--- config.mk ---
export PLATFORM = sky130hd
export DESIGN_NAME = instruction_fetcher
export DESIGN_NICKNAME = d
export VERILOG_FILES = /design/src/rtl/instruction_fetcher_pkg.sv /design/src/rtl/fetch_sync_fifo.sv /design/src/rtl/instruction_fetcher.sv
export SDC_FILE = /design/constraint.sdc
export NUM_CORES = 1
export LEC_CHECK = 0
export BUFFER_PORTS_ARGS = -buffer_cell sky130_fd_sc_hd__buf_2
export CAP_MARGIN = 20
export CORE_ASPECT_RATIO = 0.9
export CORE_UTILIZATION = 59
export DETAILED_ROUTE_END_ITERATION = 10
export PLACE_DENSITY = 0.79
export SLEW_MARGIN = 20
export SYNTH_ARGS = -nofsm -noshare
export SYNTH_HDL_FRONTEND = slang
export SYNTH_SLANG_ARGS = --single-unit
--- constraint.sdc ---
create_clock -name clk -period 7.7 [get_ports clk]
set_input_delay 1.54 -clock clk [delete_from_list [all_inputs] [get_ports clk]]
set_output_delay 1.54 -clock clk [all_outputs]
set_load 0.005 [all_outputs]
--- src/rtl/instruction_fetcher_pkg.sv ---
// Shared RV32 helpers for the front end: JAL opcode and J-type immediate
// extraction, also used by the decoder.
package instruction_fetcher_pkg;

   localparam logic [6:0] OPC_JAL = 7'b1101111;

   function automatic logic is_jal(input logic [31:0] ins);
      return ins[6:0] == OPC_JAL;
   endfunction

   // imm[20|10:1|11|19:12] sits in ins[31:12]; result is sign-extended, bit 0 clear
   function automatic logic [31:0] j_imm(input logic [31:0] ins);
      return {{11{ins[31]}}, ins[31], ins[19:12], ins[20], ins[30:21], 1'b0};
   endfunction

endpackage

--- src/rtl/fetch_sync_fifo.sv ---
// Small synchronous FIFO with show-ahead head, flush and occupancy count.
// DEPTH need not be a power of two; pointers wrap explicitly.
module fetch_sync_fifo #(
   parameter int WIDTH = 32,
   parameter int DEPTH = 4
) (
   input  logic                       clk,
   input  logic                       rst,
   input  logic                       push_i,
   input  logic [WIDTH-1:0]           push_data_i,
   input  logic                       pop_i,
   input  logic                       flush_i,
   output logic [WIDTH-1:0]           head_o,
   output logic [$clog2(DEPTH+1)-1:0] count_o
);

   localparam int CW = $clog2(DEPTH + 1);
   localparam int PW = (DEPTH > 1) ? $clog2(DEPTH) : 1;
   localparam logic [PW-1:0] LAST = PW'(DEPTH - 1);

   logic [WIDTH-1:0] mem_q [DEPTH];
   logic [PW-1:0]    wr_ptr_q, wr_ptr_d;
   logic [PW-1:0]    rd_ptr_q, rd_ptr_d;
   logic [CW-1:0]    count_q, count_d;
   logic             do_push, do_pop;

   // Flush beats a same-cycle push: a word arriving with a flush is stale.
   assign do_push = push_i && !flush_i;
   assign do_pop  = pop_i && !flush_i && (count_q != '0);

   always_comb begin
      wr_ptr_d = wr_ptr_q;
      rd_ptr_d = rd_ptr_q;
      count_d  = count_q;
      if (flush_i) begin
         wr_ptr_d = '0;
         rd_ptr_d = '0;
         count_d  = '0;
      end else begin
         if (do_push) begin
            wr_ptr_d = (wr_ptr_q == LAST) ? '0 : wr_ptr_q + PW'(1);
         end
         if (do_pop) begin
            rd_ptr_d = (rd_ptr_q == LAST) ? '0 : rd_ptr_q + PW'(1);
         end
         count_d = count_q + CW'(do_push) - CW'(do_pop);
      end
   end

   always_ff @(posedge clk) begin
      if (rst) begin
         wr_ptr_q <= '0;
         rd_ptr_q <= '0;
         count_q  <= '0;
      end else begin
         wr_ptr_q <= wr_ptr_d;
         rd_ptr_q <= rd_ptr_d;
         count_q  <= count_d;
      end
   end

   always_ff @(posedge clk) begin
      if (do_push) begin
         mem_q[wr_ptr_q] <= push_data_i;
      end
   end

   assign head_o  = mem_q[rd_ptr_q];
   assign count_o = count_q;

endmodule

--- src/rtl/instruction_fetcher.sv ---
// Fetch stage: credit-limited in-order fetch issue, PC/word pairing, decode queue.
// Optional JAL predecode/redirect enabled by defining FETCH_JAL_PREDECODE_EN.
module instruction_fetcher
   import instruction_fetcher_pkg::*;
#(
   parameter int          QUEUE_DEPTH  = 4,
   parameter int          MAX_INFLIGHT = 6,
   parameter logic [31:0] RESET_PC     = 32'h0
) (
   input  logic        clk,
   input  logic        rst,
   input  logic        pause,
   input  logic        if_full,
   output logic        new_ins,
   output logic [31:0] pc_addr,
   input  logic        ins_ready,
   input  logic [31:0] ins_value,
   input  logic        redirect,
   input  logic [31:0] redirect_pc,
   output logic        out_valid,
   input  logic        out_ready,
   output logic [31:0] out_ins,
   output logic [31:0] out_pc,
   output logic        out_pred_taken
);

   localparam int IW = $clog2(MAX_INFLIGHT + 1);
   localparam int QW = $clog2(QUEUE_DEPTH + 1);
   localparam int SW = ((IW > QW) ? IW : QW) + 1;
`ifdef FETCH_JAL_PREDECODE_EN
   localparam int OQ_W = 65;
`else
   localparam int OQ_W = 64;
`endif

   logic [31:0]     fetch_pc_q, fetch_pc_d;
   logic [IW-1:0]   discard_q, discard_d;
   logic [IW-1:0]   inflight, inflight_post;
   logic [QW-1:0]   oq_count;
   logic [31:0]     ret_pc;
   logic [OQ_W-1:0] oq_head, oq_push_data;
   logic            active, redir, ret, keep, jal_hit, room, issue, oq_pop;

   assign active = !pause && !rst;
   assign redir  = active && redirect;
   assign ret    = active && ins_ready;
   assign keep   = ret && (discard_q == '0) && !redirect;

`ifdef FETCH_JAL_PREDECODE_EN
   logic [31:0] jal_target;
   assign jal_hit        = keep && is_jal(ins_value);
   assign jal_target     = ret_pc + j_imm(ins_value);
   assign oq_push_data   = {jal_hit, ins_value, ret_pc};
   assign out_pred_taken = out_valid && oq_head[64];
`else
   assign jal_hit        = 1'b0;
   assign oq_push_data   = {ins_value, ret_pc};
   assign out_pred_taken = 1'b0;
`endif

   // Outstanding requests plus queued words never exceed the queue, so every return has a slot.
   assign room  = (inflight < IW'(MAX_INFLIGHT)) &&
                  ((SW'(inflight) + SW'(oq_count)) < SW'(QUEUE_DEPTH));
   assign issue = active && !redirect && !jal_hit && !if_full && room;
   assign inflight_post = inflight - IW'(ret);
   assign oq_pop = active && !redirect && out_valid && out_ready;

   always_comb begin
      fetch_pc_d = fetch_pc_q;
      discard_d  = discard_q;
      if (ret && (discard_q != '0)) begin
         discard_d = discard_q - IW'(1);
      end
      if (issue) begin
         fetch_pc_d = fetch_pc_q + 32'd4;
      end
      // After a redirect every request still outstanding is stale, already-marked ones included.
      if (redir) begin
         fetch_pc_d = redirect_pc;
         discard_d  = inflight_post;
      end
`ifdef FETCH_JAL_PREDECODE_EN
      else if (jal_hit) begin
         fetch_pc_d = jal_target;
         discard_d  = inflight_post;
      end
`endif
   end

   always_ff @(posedge clk) begin
      if (rst) begin
         fetch_pc_q <= RESET_PC;
         discard_q  <= '0;
      end else begin
         fetch_pc_q <= fetch_pc_d;
         discard_q  <= discard_d;
      end
   end

   // The PC FIFO occupancy doubles as the in-flight counter.
   fetch_sync_fifo #(
      .WIDTH (32),
      .DEPTH (MAX_INFLIGHT)
   ) u_pc_fifo (
      .clk         (clk),
      .rst         (rst),
      .push_i      (issue),
      .push_data_i (fetch_pc_q),
      .pop_i       (ret),
      .flush_i     (1'b0),
      .head_o      (ret_pc),
      .count_o     (inflight)
   );

   fetch_sync_fifo #(
      .WIDTH (OQ_W),
      .DEPTH (QUEUE_DEPTH)
   ) u_out_queue (
      .clk         (clk),
      .rst         (rst),
      .push_i      (keep),
      .push_data_i (oq_push_data),
      .pop_i       (oq_pop),
      .flush_i     (redir),
      .head_o      (oq_head),
      .count_o     (oq_count)
   );

   assign new_ins   = issue;
   assign pc_addr   = fetch_pc_q;
   assign out_valid = (oq_count != '0);
   assign out_ins   = out_valid ? oq_head[63:32] : 32'h0;
   assign out_pc    = out_valid ? oq_head[31:0]  : 32'h0;

endmodule

# After elaboration in Yosys (flattened, before gate mapping)
# Memory sizes are Yosys's and may differ from the RTL's. A register that Yosys moved wholly into a read port is not among the register bits.
# Cells that the tools add are included.
dict set report classes {
  add_sub_neg 12
  n_mul 0
  div_mod_pow 0
  order_cmp 2
  eq_ne 4
  n_shift 0
  mux 18
  bitwise_logic 0
  n_reduce_logical 28
}
# cell n
set ops {}
lappend ops {{2-to-1 mux 32 bit} 4}
lappend ops {{adder 32 x 3 -> 32 bit, second input constant} 1}
lappend ops {{2-to-1 mux 3 bit} 6}
lappend ops {{logical AND 1 bit} 16}
lappend ops {{nonzero test 3 bit} 3}
lappend ops {{subtractor 3 x 1 -> 3 bit} 3}
lappend ops {{2-to-1 mux 2 bit} 4}
lappend ops {{adder 3 x 1 -> 3 bit} 2}
lappend ops {{adder 3 x 1 -> 3 bit, second input constant} 2}
lappend ops {{== test 3 bit, second input constant} 2}
lappend ops {{logical NOT 1 bit} 5}
lappend ops {{adder 2 x 1 -> 2 bit, second input constant} 2}
lappend ops {{adder 3 x 3 -> 4 bit} 1}
lappend ops {{== test 2 bit, second input constant} 2}
lappend ops {{less-than comparator 4 x 3 -> 1 bit, second input constant} 1}
lappend ops {{2-to-1 mux 1 bit} 4}
lappend ops {{nonzero test 2 bit} 2}
lappend ops {{logical NOT 3 bit} 1}
lappend ops {{less-than comparator 3 bit, second input constant} 1}
lappend ops {{subtractor 3 x 1 -> 3 bit, second input constant} 1}
lappend ops {{OR reduction 2 bit} 1}
dict set report totals {
  ff_bits 51
  latch_bits 0
  ramBits 448
  romBits 0
  out_inout_bits 99
  wordCells 74
  mem_count 2
}
# name words word_bits read_ports rd_ports_with_merged_regs write_ports line_no
set mem_list {}
lappend mem_list {u_out_queue.mem_q 4 64 1 1 1 fetch_sync_fifo.sv:21} ;# logic [WIDTH-1:0] mem_q [DEPTH];
lappend mem_list {u_pc_fifo.mem_q 6 32 1 1 1 fetch_sync_fifo.sv:21}

# Logic depth before layout (Yosys ltp)
# Gate-level depths: netlist of the first run.
dict set report depth {
  word_depth 9
  depth_mapped 9
  mapped_depth_nobuf 9
}

# Modules after synthesis
# A second synthesis of the first run with hierarchy kept.
dict set report hier_totals {
  hier_cells 1167
  hier_area_um2 20399.6
}
# mod n_inst cells_per_inst area_per_inst_um2 seq_area_each_um2
set by_module_without_submodules {}
lappend by_module_without_submodules {{fetch_sync_fifo at u_out_queue} 1 384 9801.9 7867.5}
lappend by_module_without_submodules {{fetch_sync_fifo at u_pc_fifo} 1 445 7940.1 6005.8}
lappend by_module_without_submodules {instruction_fetcher 1 338 2657.5 700.7}

# Least setup slack after synthesis of the first run
# Ideal clock, no wire load.
dict set report synth_timing {
  path_type {input port to flip-flop}
  start {in redirect}
  end {mem u_pc_fifo.mem_q[8][0] (netlist: u_pc_fifo.mem_q[4][0]) (enable)}
  setup_ns 0.513
  arrival_time_ns 5.550
  path_slack_ns 1.637
  stages 4
  path_buffers 1
  path_cell_list {nor3_2 > nand4_1 > clkbuf_1 > nor4b_1}
}
dict set report synth_between {
  elab_chain_cells 6
}
# item line_no
set synth_rtl {}
lappend synth_rtl {{from (decl)} instruction_fetcher.sv:18} ;# input logic redirect,
lappend synth_rtl {{logical NOT 1 bit} instruction_fetcher.sv:64} ;# assign issue = active && !redirect && !jal_hit && !if_full && room;
lappend synth_rtl {{logical AND 1 bit (3 in a row)} instruction_fetcher.sv:64}
lappend synth_rtl {{2-to-1 mux 1 bit} fetch_sync_fifo.sv:63} ;# if (do_push) begin
lappend synth_rtl {{2-to-1 mux 1 bit (implied by the code)} fetch_sync_fifo.sv:64} ;# mem_q[wr_ptr_q] <= push_data_i;
lappend synth_rtl {{to (decl)} fetch_sync_fifo.sv:21}
# No other way between the ends.

# Worst setup path after layout of the first run
dict set report layout_timing {
  start {in rst}
  end {out new_ins}
}
dict set report layout_between {
  elab_chain_cells 5
}
# item line_no
set layout_rtl {}
lappend layout_rtl {{from (decl)} instruction_fetcher.sv:11} ;# input logic rst,
lappend layout_rtl {{logical NOT 1 bit} instruction_fetcher.sv:44} ;# assign active = !pause && !rst;
lappend layout_rtl {{logical AND 1 bit} instruction_fetcher.sv:44}
lappend layout_rtl {{logical AND 1 bit (3 in a row)} instruction_fetcher.sv:64}
lappend layout_rtl {{to (decl)} instruction_fetcher.sv:14} ;# output logic new_ins,
# No other way between the ends.

==> results of run 1 <==
-- sequential cells by signal (all words and copies together), names as in the netlist, named ones only --
register,cells
u_pc_fifo.rd_ptr_q,3
u_out_queue.rd_ptr_q,2
u_pc_fifo.mem_q,192
u_out_queue.mem_q,256
u_out_queue.wr_ptr_q,2
pc_addr,32
u_pc_fifo.count_o,3
u_pc_fifo.wr_ptr_q,3
discard_q,3
u_out_queue.count_o,3
-- metrics by stage --
stage / std cells / setup slack, ns / util [%] / area, um^2 / power [mW]
2_1_floorplan: 1093 / 1.64 / - / 19700 / 3.20
3_3_place_gp: 1642 / 2.59 / 63.8 / 21000 / 3.28
3_5_place_dp: 1643 / 2.51 / 63.8 / 21000 / 3.29
4_1_cts: 1725 / 2.62 / 68.3 / 22500 / 5.46
5_1_grt: 1725 / 2.32 / 68.3 / 22500 / 5.58
6_report: 1725 / 2.59 / 68.3 / 22500 / 5.43
-- final cells by class --
class | instances | area share, %
Sequential cell | 504 | 64.8
Multi-Input combinational cell | 510 | 21.6
Clock buffer | 72 | 6.19
Timing Repair Buffer | 184 | 4.33
Tap cell | 422 | 2.35
Inverter | 23 | 0.384
Clock inverter | 10 | 0.339
-- worst min-delay path, delay by kind of cell (launching register included) --
family,cells,cell delay (ns)
DFF,1,0.32
AOI/OAI and AO/OA,1,0.07
and+or+nand+nor,1,0.05
-- path summary, 6_finish.rpt --
kind                                               from                      to  slack [ns]  cells after the start
worst min register to register  u_out_queue.rd_ptr_q[1]               flip-flop        0.48                      2
worst min-delay path            u_out_queue.rd_ptr_q[1]               flip-flop        0.48                      2
worst max-delay path                                rst                 new_ins        2.59                      5
worst max register to register     u_pc_fifo.count_o[2]  u_pc_fifo.mem_q[3][20]        4.32                      8
-- power by group through the flow --
stage,clock (mW),combinational (mW),sequential [mW]
after global placement,0,0.166,3.11
after CTS,2.23,0.174,3.06
after global routing,2.33,0.189,3.06
after detailed placement,0,0.173,3.11
after floorplan,0,0.105,3.09
final,2.20,0.172,3.06
-- metal layers --
metal,part of all wire (%),vias up
met5,0,-
met4,1.4,0
li1,-,4634
met1,43,5265
met3,6.9,40
met2,49,416
-- logic make-up after synthesis --
| logic type | after synthesis | share of synthesized area, % |
|---|---|---|
| buf+inv | 79 | 1.65 |
| mux | 131 | 12.7 |
| flops | 504 | 73.9 |
| fa+ha+maj | 19 | 1.28 |
| simple gates | 246 | 6.61 |
| xor+xnor | 22 | 0.977 |
| compound gates | 91 | 2.85 |
| other cells | 1 | 0.0190 |
-- layout by cell type, fill, tap and decap left out, drive strengths merged, types with 11 or more instances in the layout --
| cell type | netlist | layout |
|---|---|---|
| buf | 25 | 184 |
| and2 | 69 | 69 |
| a211oi | 17 | 17 |
| or3 | 13 | 13 |
| o21ai | 12 | 12 |
| nand2 | 21 | 21 |
| edfxtp | 448 | 448 |
| inv | 23 | 23 |
| dfxtp | 56 | 56 |
| a21oi | 43 | 43 |
| nand4 | 12 | 12 |
| nor3 | 11 | 11 |
| xnor2 | 14 | 14 |
| ha | 17 | 17 |
| clkbuf | 31 | 72 |
| nor2 | 84 | 84 |
| mux2i | 35 | 35 |
| nand3 | 13 | 13 |
| mux4 | 96 | 96 |
| a311oi | 12 | 12 |
==> impl_metrics.yaml, run 1 <==
die:
  placement_rows: 63
  die_h_um: 175
  die-area_um2: 34200
  core_um2: 32900
  ios: 170
  dieWidth_um: 195
  start_util_pct: 59.9
cells_and_area:
  fillCellCount: 2125
  final_net_count: 1360
  areaGrowthSynthToFinish_pct: 14.0
  regArea_um2: 14600
  drive_gt1_share_pct: 28.5
  multi_input_area_um2: 4860
  n_antenna_cell: 0
timing:
  rsz0062_at_grt: "no"
  worst_pin_slew_ns: 0.960
  drv_slew: 0
  period_minus_slack_ns: 5.11
  whs_ns: 0.481
  max_freq_mhz: 196
  hold_violations: 0
  min_period_over_period_pct: 66.4
  relSlewSlack_pct: 36.0
  skew_ns: 0.0135
  finalSetupViolCount: 0
  fin_tns_setup_ns: 0
clocking:
  path_clk_slew_ns: 0.06
  post_cts_resized: 0
  cts_max_level: 2
  postCtsSetupRepairBufs: 0
  cts_buffers: 47
  clk_latency_ns: 0.55
  clockBufferDepth: 3
  clk_root_buffer_cell: "clkbuf_16"
  cts_tree: "built"
  cts_sinks: 504
  hold_buffers: 0
detailed_routing:
  dr.pass1.iters: 4
  wire_per_inst_um: 22.6
  via_per_inst: 6.00
  wl_mm: 39.1
  drt_iter0_drc: 772
  antenna_left: 0
  remaining_drc_errors: 0
  dr_total_vias: 10400
synthesis:
  syn_avg_cell_area_um2: 18.1
  synth_top_cell_by_area: "edfxtp_1"
  synthTopCellsByArea: "edfxtp_1, mux4_2, dfxtp_1"
  synth_cells: 1093
  ys_ff_latch: 504
  synth.most_common_cell: "edfxtp_1"
  synthArstFlopShare_pct: 0
  yosysSeqAreaShare_pct: 73.9
  synth-edff-count: 448
  yosysUniqueCellTypes: 49
  ys_warn_count: 0
  syn_nets: 1183
  syn_area_um2: 19700
  synth_top_flop_cell: "edfxtp_1"
  synth_top_area_share_pct: 68.2
  synthTopCellsByCount: "edfxtp_1, mux4_2, nor2_1"
worst_setup_path:
  path_cells: "buf_2, nor3_2, nand4_1, inv_1, buf_2"
  critPathKind: "primary input to primary output"
  crit_path_start_kind: "primary input"
  arrival_ns: 3.57
  worst-path-max-fanout: 48
  crit_path_top_delay_cell: "inv_1"
  cp_data_required_time_ns: 6.16
  path_buf_inv: 3
  path_delay_family: "buffers and inverters"
  cpPeakStageDelay_ns: 0.63
  crit_top_cell: "buf_2"
  crit_path_end_kind: "primary output"
placement:
  dp_hpwl_mm: 23.3
  portBuffers: 168
  place_congestion: 0.784
global_routing:
  top_usage_layer: "met2"
  global_route.overflow_total: 0
  grt_pass1_wl_mm: 59.8
  grt_usage_pct: 23.2
  met1_usage_pct: 33.6
  grt_use_met3_pct: 3.78
  grt_start_max_net_pins: 66
  gr-usage-met2_pct: 37.7
  antenna_found_initial: 0
  grt_pass1_vias: 10400
run:
  maxCapViolCount: 0
power:
  p_comb_share_pct: 3.2
  p_clk_share_pct: 40.5
  p_sw_mw: 1.07
  p_seq_share_pct: 56.3
  ir_worst_vdd_uv: 147
  intPower_mw: 4.36
  powerDensity_nw_per_um2: 241
  p_leak_nw: 7.61
  switching_share_pct: 19.7
hold_path:
  hold_class: "flip-flop to flip-flop"
outcome:
  status: "finished clean"
Note: power is estimated with default switching activity, not from simulation.
==> run 2: changes to the inputs <==
--- a/config.mk
+++ b/config.mk
@@ -5,12 +5,13 @@
 export SDC_FILE = /design/constraint.sdc
 export NUM_CORES = 1
 export LEC_CHECK = 0
+export ABC_AREA = 1
 export BUFFER_PORTS_ARGS = -buffer_cell sky130_fd_sc_hd__buf_2
 export CAP_MARGIN = 20
 export CORE_ASPECT_RATIO = 0.9
-export CORE_UTILIZATION = 59
+export CORE_UTILIZATION = 60
 export DETAILED_ROUTE_END_ITERATION = 10
-export PLACE_DENSITY = 0.79
+export PLACE_DENSITY = 0.8
 export SLEW_MARGIN = 20
 export SYNTH_ARGS = -nofsm -noshare
 export SYNTH_HDL_FRONTEND = slang
==> constraint.sdc (replaced) <==
create_clock -name clk -period 5.2 [get_ports clk]
set_input_delay 1.04 -clock clk [delete_from_list [all_inputs] [get_ports clk]]
set_output_delay 1.04 -clock clk [all_outputs]
set_load 0.005 [all_outputs]
==> impl_metrics.yaml, run 2 <==
global_routing:
  global_route.overflow_total: 0
  grt_start_max_net_pins: 97
  grt_usage_pct: 26.5
  grt_pass1_vias: 13700
  antenna_found_initial: 2
  grt_pass1_wl_mm: 71.9
synthesis:
  ys_ff_latch: 504
  synth_top_area_share_pct: 65.4
  synthTopCellsByArea: "edfxtp_1, nor2_1, dfxtp_1"
  synthTopCellsByCount: "edfxtp_1, nor2_1, nand2_1"
  synth_cells: 1792
  syn_avg_cell_area_um2: 11.5
  synth_top_flop_cell: "edfxtp_1"
  syn_area_um2: 20600
  yosysSeqAreaShare_pct: 70.8
  syn_nets: 1882
  yosysUniqueCellTypes: 40
  synthArstFlopShare_pct: 0
  synth.most_common_cell: "edfxtp_1"
  ys_warn_count: 0
  synth-edff-count: 448
  synth_top_cell_by_area: "edfxtp_1"
die:
  die-area_um2: 35000
  die_h_um: 178
  ios: 170
  start_util_pct: 61.7
  core_um2: 33300
  dieWidth_um: 197
  placement_rows: 63
placement:
  pre_cts_ws_ns: 1.33
  dp_hpwl_mm: 27.1
  portBuffers: 168
  place_congestion: 0.844
clocking:
  clk_root_buffer_cell: "clkbuf_16"
  clk_latency_ns: 0.55
  cts_buffers: 49
  cts_tree: "built"
  postCtsSetupRepairBufs: 0
  cts_sinks: 504
  cts_max_level: 2
  path_clk_slew_ns: 0.06
  post_cts_resized: 0
  hold_buffers: 0
  clockBufferDepth: 3
detailed_routing:
  remaining_drc_errors: 0
  wl_mm: 46.9
  wire_per_inst_um: 19.3
  dr_total_vias: 14200
  via_per_inst: 5.84
  dr.pass1.iters: 5
  antenna_left: 0
  drt_iter0_drc: 1277
outcome:
  status: "finished clean"
power:
  powerDensity_nw_per_um2: 358
  ir_worst_vdd_uv: 263
  p_leak_nw: 8.42
worst_setup_path:
  crit_path_end_kind: "primary output"
  r2r-start: "discard_q[0]"
  cp_data_required_time_ns: 4.16
  critPathKind: "flip-flop to primary output"
  rrSetupSlack_ns: 2.45
  worst-path-max-fanout: 65
  crit_path_start_kind: "flip-flop"
  arrival_ns: 3.00
cells_and_area:
  largest_register_ffs: 256
  fillCellCount: 2251
  final_net_count: 2021
  mostFrequentLayoutCells: "edfxtp_1, nor2_1, nand2_1"
  areaGrowthSynthToFinish_pct: 13.8
  regMostFlops: "u_out_queue.mem_q"
  drive_gt1_share_pct: 15.1
  layout_commonest_cell: "edfxtp_1"
timing:
  drv_slew: 0
  rsz0062_at_grt: "no"
  min_period_over_period_pct: 77.6
  finalSetupViolCount: 0
  skew_ns: 0.0192
  worst_pin_slew_ns: 1.02
  fin_tns_setup_ns: 0
  fin_ws_ns: 1.16
  max_freq_mhz: 248
  hold_violations: 0
  period_minus_slack_ns: 4.04
  relSlewSlack_pct: 32.0
hold_path:
  hold_class: "flip-flop to flip-flop"
  min_from: "u_pc_fifo.wr_ptr_q[0]"
run:
  maxCapViolCount: 0
[run 2: changes by cell type in the layout (fill, tap and decap cells not counted), sizes merged, moves of 68 or more]
| cell | previous run | this run |
|---|---|---|
| o21ai | 12 | 180 |
| nand2 | 21 | 265 |
| and2 | 69 | 1 |
| nor2 | 84 | 369 |
| mux4 | 96 | 0 |
| a21oi | 43 | 122 |
[run 2: cell type report]
type	instances	area, um^2	share of cell area [%]
Sequential cell	504	14600	62.3
Multi-Input combinational cell	1110	5320	22.7
Clock buffer	58	1260	5.38
Timing Repair Buffer	189	1020	4.37
Tap cell	455	569	2.43
Clock inverter	33	362	1.54
Inverter	77	289	1.23
Antenna cell	1	2.50	0.0107
[run 2: metal layers]
| metal | routed length (um) | vias to the layer above | GRT usage, % |
|---|---|---|---|
| met5 | 0 | - | 0 |
| met4 | 969 | 0 | 7.59 |
| met3 | 4480 | 80 | 5.13 |
| met2 | 22400 | 730 | 43.9 |
| met1 | 19000 | 6798 | 35.9 |
| li1 | - | 6576 | - |
[run 2: cell families (layout without fill, tap and decap cells)]
logic type	Yosys count	after routing	share of synthesized area, %
AND/OR/NAND/NOR	705	705	13.7
flip-flops	504	504	70.8
AO/OA/AOI/OAI	378	378	10.4
buffers and inverters	178	357	3.58
adder cells (fa/ha/maj)	19	19	1.23
XOR/XNOR	7	7	0.298
other	1	2	0.0182
[run 2: power by group]
part           switching [mW]  internal, mW
clock network            1.46          2.13
registers              0.0441          4.44
logic                   0.214         0.109
[run 2: worst paths after layout]
check,cells past startpoint,endpoint
setup / recovery,5,out_pc[22]
hold / removal,2,u_pc_fifo.wr_ptr_q[0]
setup reg to reg,5,u_out_queue.mem_q[3][32]
hold reg to reg,2,u_pc_fifo.wr_ptr_q[0]
[run 2: critical path: stages (launching register included)]
cell and delay (ns):
dfxtp_4 0.80, inv_2 0.53, buf_4 0.41, o21ai_0 0.32, a21oi_1 0.17, buf_2 0.19
[run 2: stage by stage]
step | power [mW] | cells | hold slack [ns] | cell area (um^2) | utilization [%]
after global routing | 8.61 | 2427 | 0.492 | 23400 | 70.2
final | 8.39 | 2427 | 0.474 | 23400 | 70.2
after global placement | 4.87 | 2335 | 0.449 | 21800 | 65.3
after floorplan | 4.74 | 1792 | 0.440 | 20600 | -
after CTS | 8.41 | 2426 | 0.471 | 23400 | 70.2
after detailed placement | 4.88 | 2335 | 0.463 | 21800 | 65.3
==> run 3: changes to the inputs <==
--- a/config.mk
+++ b/config.mk
@@ -9,9 +9,9 @@
 export BUFFER_PORTS_ARGS = -buffer_cell sky130_fd_sc_hd__buf_2
 export CAP_MARGIN = 20
 export CORE_ASPECT_RATIO = 0.9
-export CORE_UTILIZATION = 60
+export CORE_UTILIZATION = 54
 export DETAILED_ROUTE_END_ITERATION = 10
-export PLACE_DENSITY = 0.8
+export PLACE_DENSITY = 0.76
 export SLEW_MARGIN = 20
 export SYNTH_ARGS = -nofsm -noshare
 export SYNTH_HDL_FRONTEND = slang
==> constraint.sdc (replaced) <==
create_clock -name clk -period 3.7 [get_ports clk]
set_input_delay 0.74 -clock clk [delete_from_list [all_inputs] [get_ports clk]]
set_output_delay 0.74 -clock clk [all_outputs]
set_load 0.005 [all_outputs]
==> impl_metrics.yaml, run 3 (synthesis gave the netlist of run 2 again) <==
outcome:
  status: "finished clean"
timing:
  worst_pin_slew_ns: 0.938
  relSlewSlack_pct: 37.4
  period_minus_slack_ns: 3.04
  rsz0062_at_grt: "no"
  whs_ns: 0.385
  min_period_over_period_pct: 82.2
  max_freq_mhz: 329
  drv_slew: 0
  skew_ns: 0.0195
  finalSetupViolCount: 0
  fin_tns_setup_ns: 0
  hold_violations: 0
cells_and_area:
  largest_register_ffs: 256
  layout_commonest_cell: "edfxtp_1"
  fillCellCount: 2811
  regMostFlops: "u_out_queue.mem_q"
  regArea_um2: 14600
  stdcell_count: 2457
  drive_gt1_share_pct: 15.3
  areaGrowthSynthToFinish_pct: 14.4
  n_antenna_cell: 0
  mostFrequentLayoutCells: "edfxtp_1, nor2_1, nand2_1"
  final_net_count: 2028
  utilization_pct: 62.9
  multi_input_area_um2: 5340
clocking:
  clk_latency_ns: 0.57
  post_cts_resized: 0
  cts_tree: "built"
  clk_root_buffer_cell: "clkbuf_16"
  hold_buffers: 0
  clockBufferDepth: 3
  cts_buffers: 47
  postCtsSetupRepairBufs: 0
  cts_max_level: 2
  path_clk_slew_ns: 0.06
  cts_sinks: 504
power:
  p_comb_share_pct: 4.0
  ir_worst_vdd_uv: 322
  total_power_mw: 11.4
  intPower_mw: 9.04
  switching_share_pct: 20.8
  p_clk_share_pct: 40.8
  p_leak_nw: 8.42
  p_seq_share_pct: 55.2
  p_sw_mw: 2.38
  powerDensity_nw_per_um2: 485
worst_setup_path:
  critPathKind: "flip-flop to primary output"
  cpPeakStageDelay_ns: 0.45
  crit_path_start_kind: "flip-flop"
  crit_path_top_delay_cell: "buf_4"
  path_cells: "inv_2, buf_4, o21ai_0, a21oi_1, buf_2"
  arrival_ns: 2.30
  cp_data_required_time_ns: 2.96
  worst-path-max-fanout: 46
  crit_path_end_kind: "primary output"
die:
  die-area_um2: 38900
  die_h_um: 187
  dieWidth_um: 208
  ios: 170
  core_um2: 37400
  start_util_pct: 55.0
  placement_rows: 67
hold_path:
  hold_class: "primary input to flip-flop"
detailed_routing:
  antenna_left: 0
  drt_iter0_drc: 1120
  wire_per_inst_um: 18.6
  wl_mm: 45.8
  remaining_drc_errors: 0
  dr.pass1.iters: 5
  via_per_inst: 5.66
  dr_total_vias: 13900
placement:
  dp_hpwl_mm: 26.8
  place_congestion: 0.858
  portBuffers: 168
  placed_cells: 2372
global_routing:
  antenna_found_initial: 0
  global_route.overflow_total: 0
  grt_start_max_net_pins: 129
  grt_pass1_vias: 13500
  grt_usage_pct: 23.4
  grt_pass1_wl_mm: 72.1
run:
  maxCapViolCount: 0
-- run 3: cell types whose count changed in the layout (fill, tap and decap cells not counted), sizes merged --
cell / previous run / this run
bufinv: 8 / 4
diode: 1 / 0
clkinvlp: 0 / 2
clkinv: 22 / 19
buf: 189 / 198
inv: 80 / 78
clkbuf: 58 / 59
-- run 3: worst max-delay path: cells and delay by family (launching register included) --
family | cells | cell delay (ns)
buffers and inverters | 3 | 0.90
AO/OA/AOI/OAI | 2 | 0.44
flip-flops | 1 | 0.36
-- run 3: path summary, 6_finish.rpt --
path,slack [ns],from,cells past startpoint,endpoint
worst min register to register,0.48,u_pc_fifo.rd_ptr_q[1],2,flip-flop
worst max register to register,1.15,u_pc_fifo.count_o[2],7,u_pc_fifo.mem_q[0][28]
worst min-delay path,0.39,ins_value[0],1,u_out_queue.mem_q[0][32]
worst max-delay path,0.66,flip-flop,5,out_ins[8]
-- run 3: metal layers --
layer / GRT usage [%] / part of all wire (%)
met5: 0 / 0
met4: 6.61 / 2.1
met3: 3.53 / 7.4
met2: 38.1 / 47
met1: 33.2 / 44
-- run 3: area by class of cell --
type | count | area share (%)
clock buffers | 59 | 5.19
inverters | 77 | 1.23
multi-input cells | 1110 | 22.7
clock inverters | 26 | 1.14
flip-flops and latches | 504 | 62.0
well taps | 483 | 2.57
repair buffers | 198 | 5.22
-- run 3: through the flow --
step | setup slack, ns | cell area (um^2)
3_3_place_gp | 0.787 | 22000
2_1_floorplan | -0.878 | 20600
6_report | 0.660 | 23500
4_1_cts | 0.669 | 23500
5_1_grt | 0.543 | 23500
3_5_place_dp | 0.778 | 22000
-- run 3: power by group through the flow --
stage          clock network, mW  registers (mW)  logic, mW
6_report                    4.65            6.31      0.456
5_1_grt                     4.93            6.31      0.507
4_1_cts                     4.74            6.31      0.455
3_5_place_dp                   0            6.43      0.451
3_3_place_gp                   0            6.43      0.436
2_1_floorplan                  0            6.40      0.268
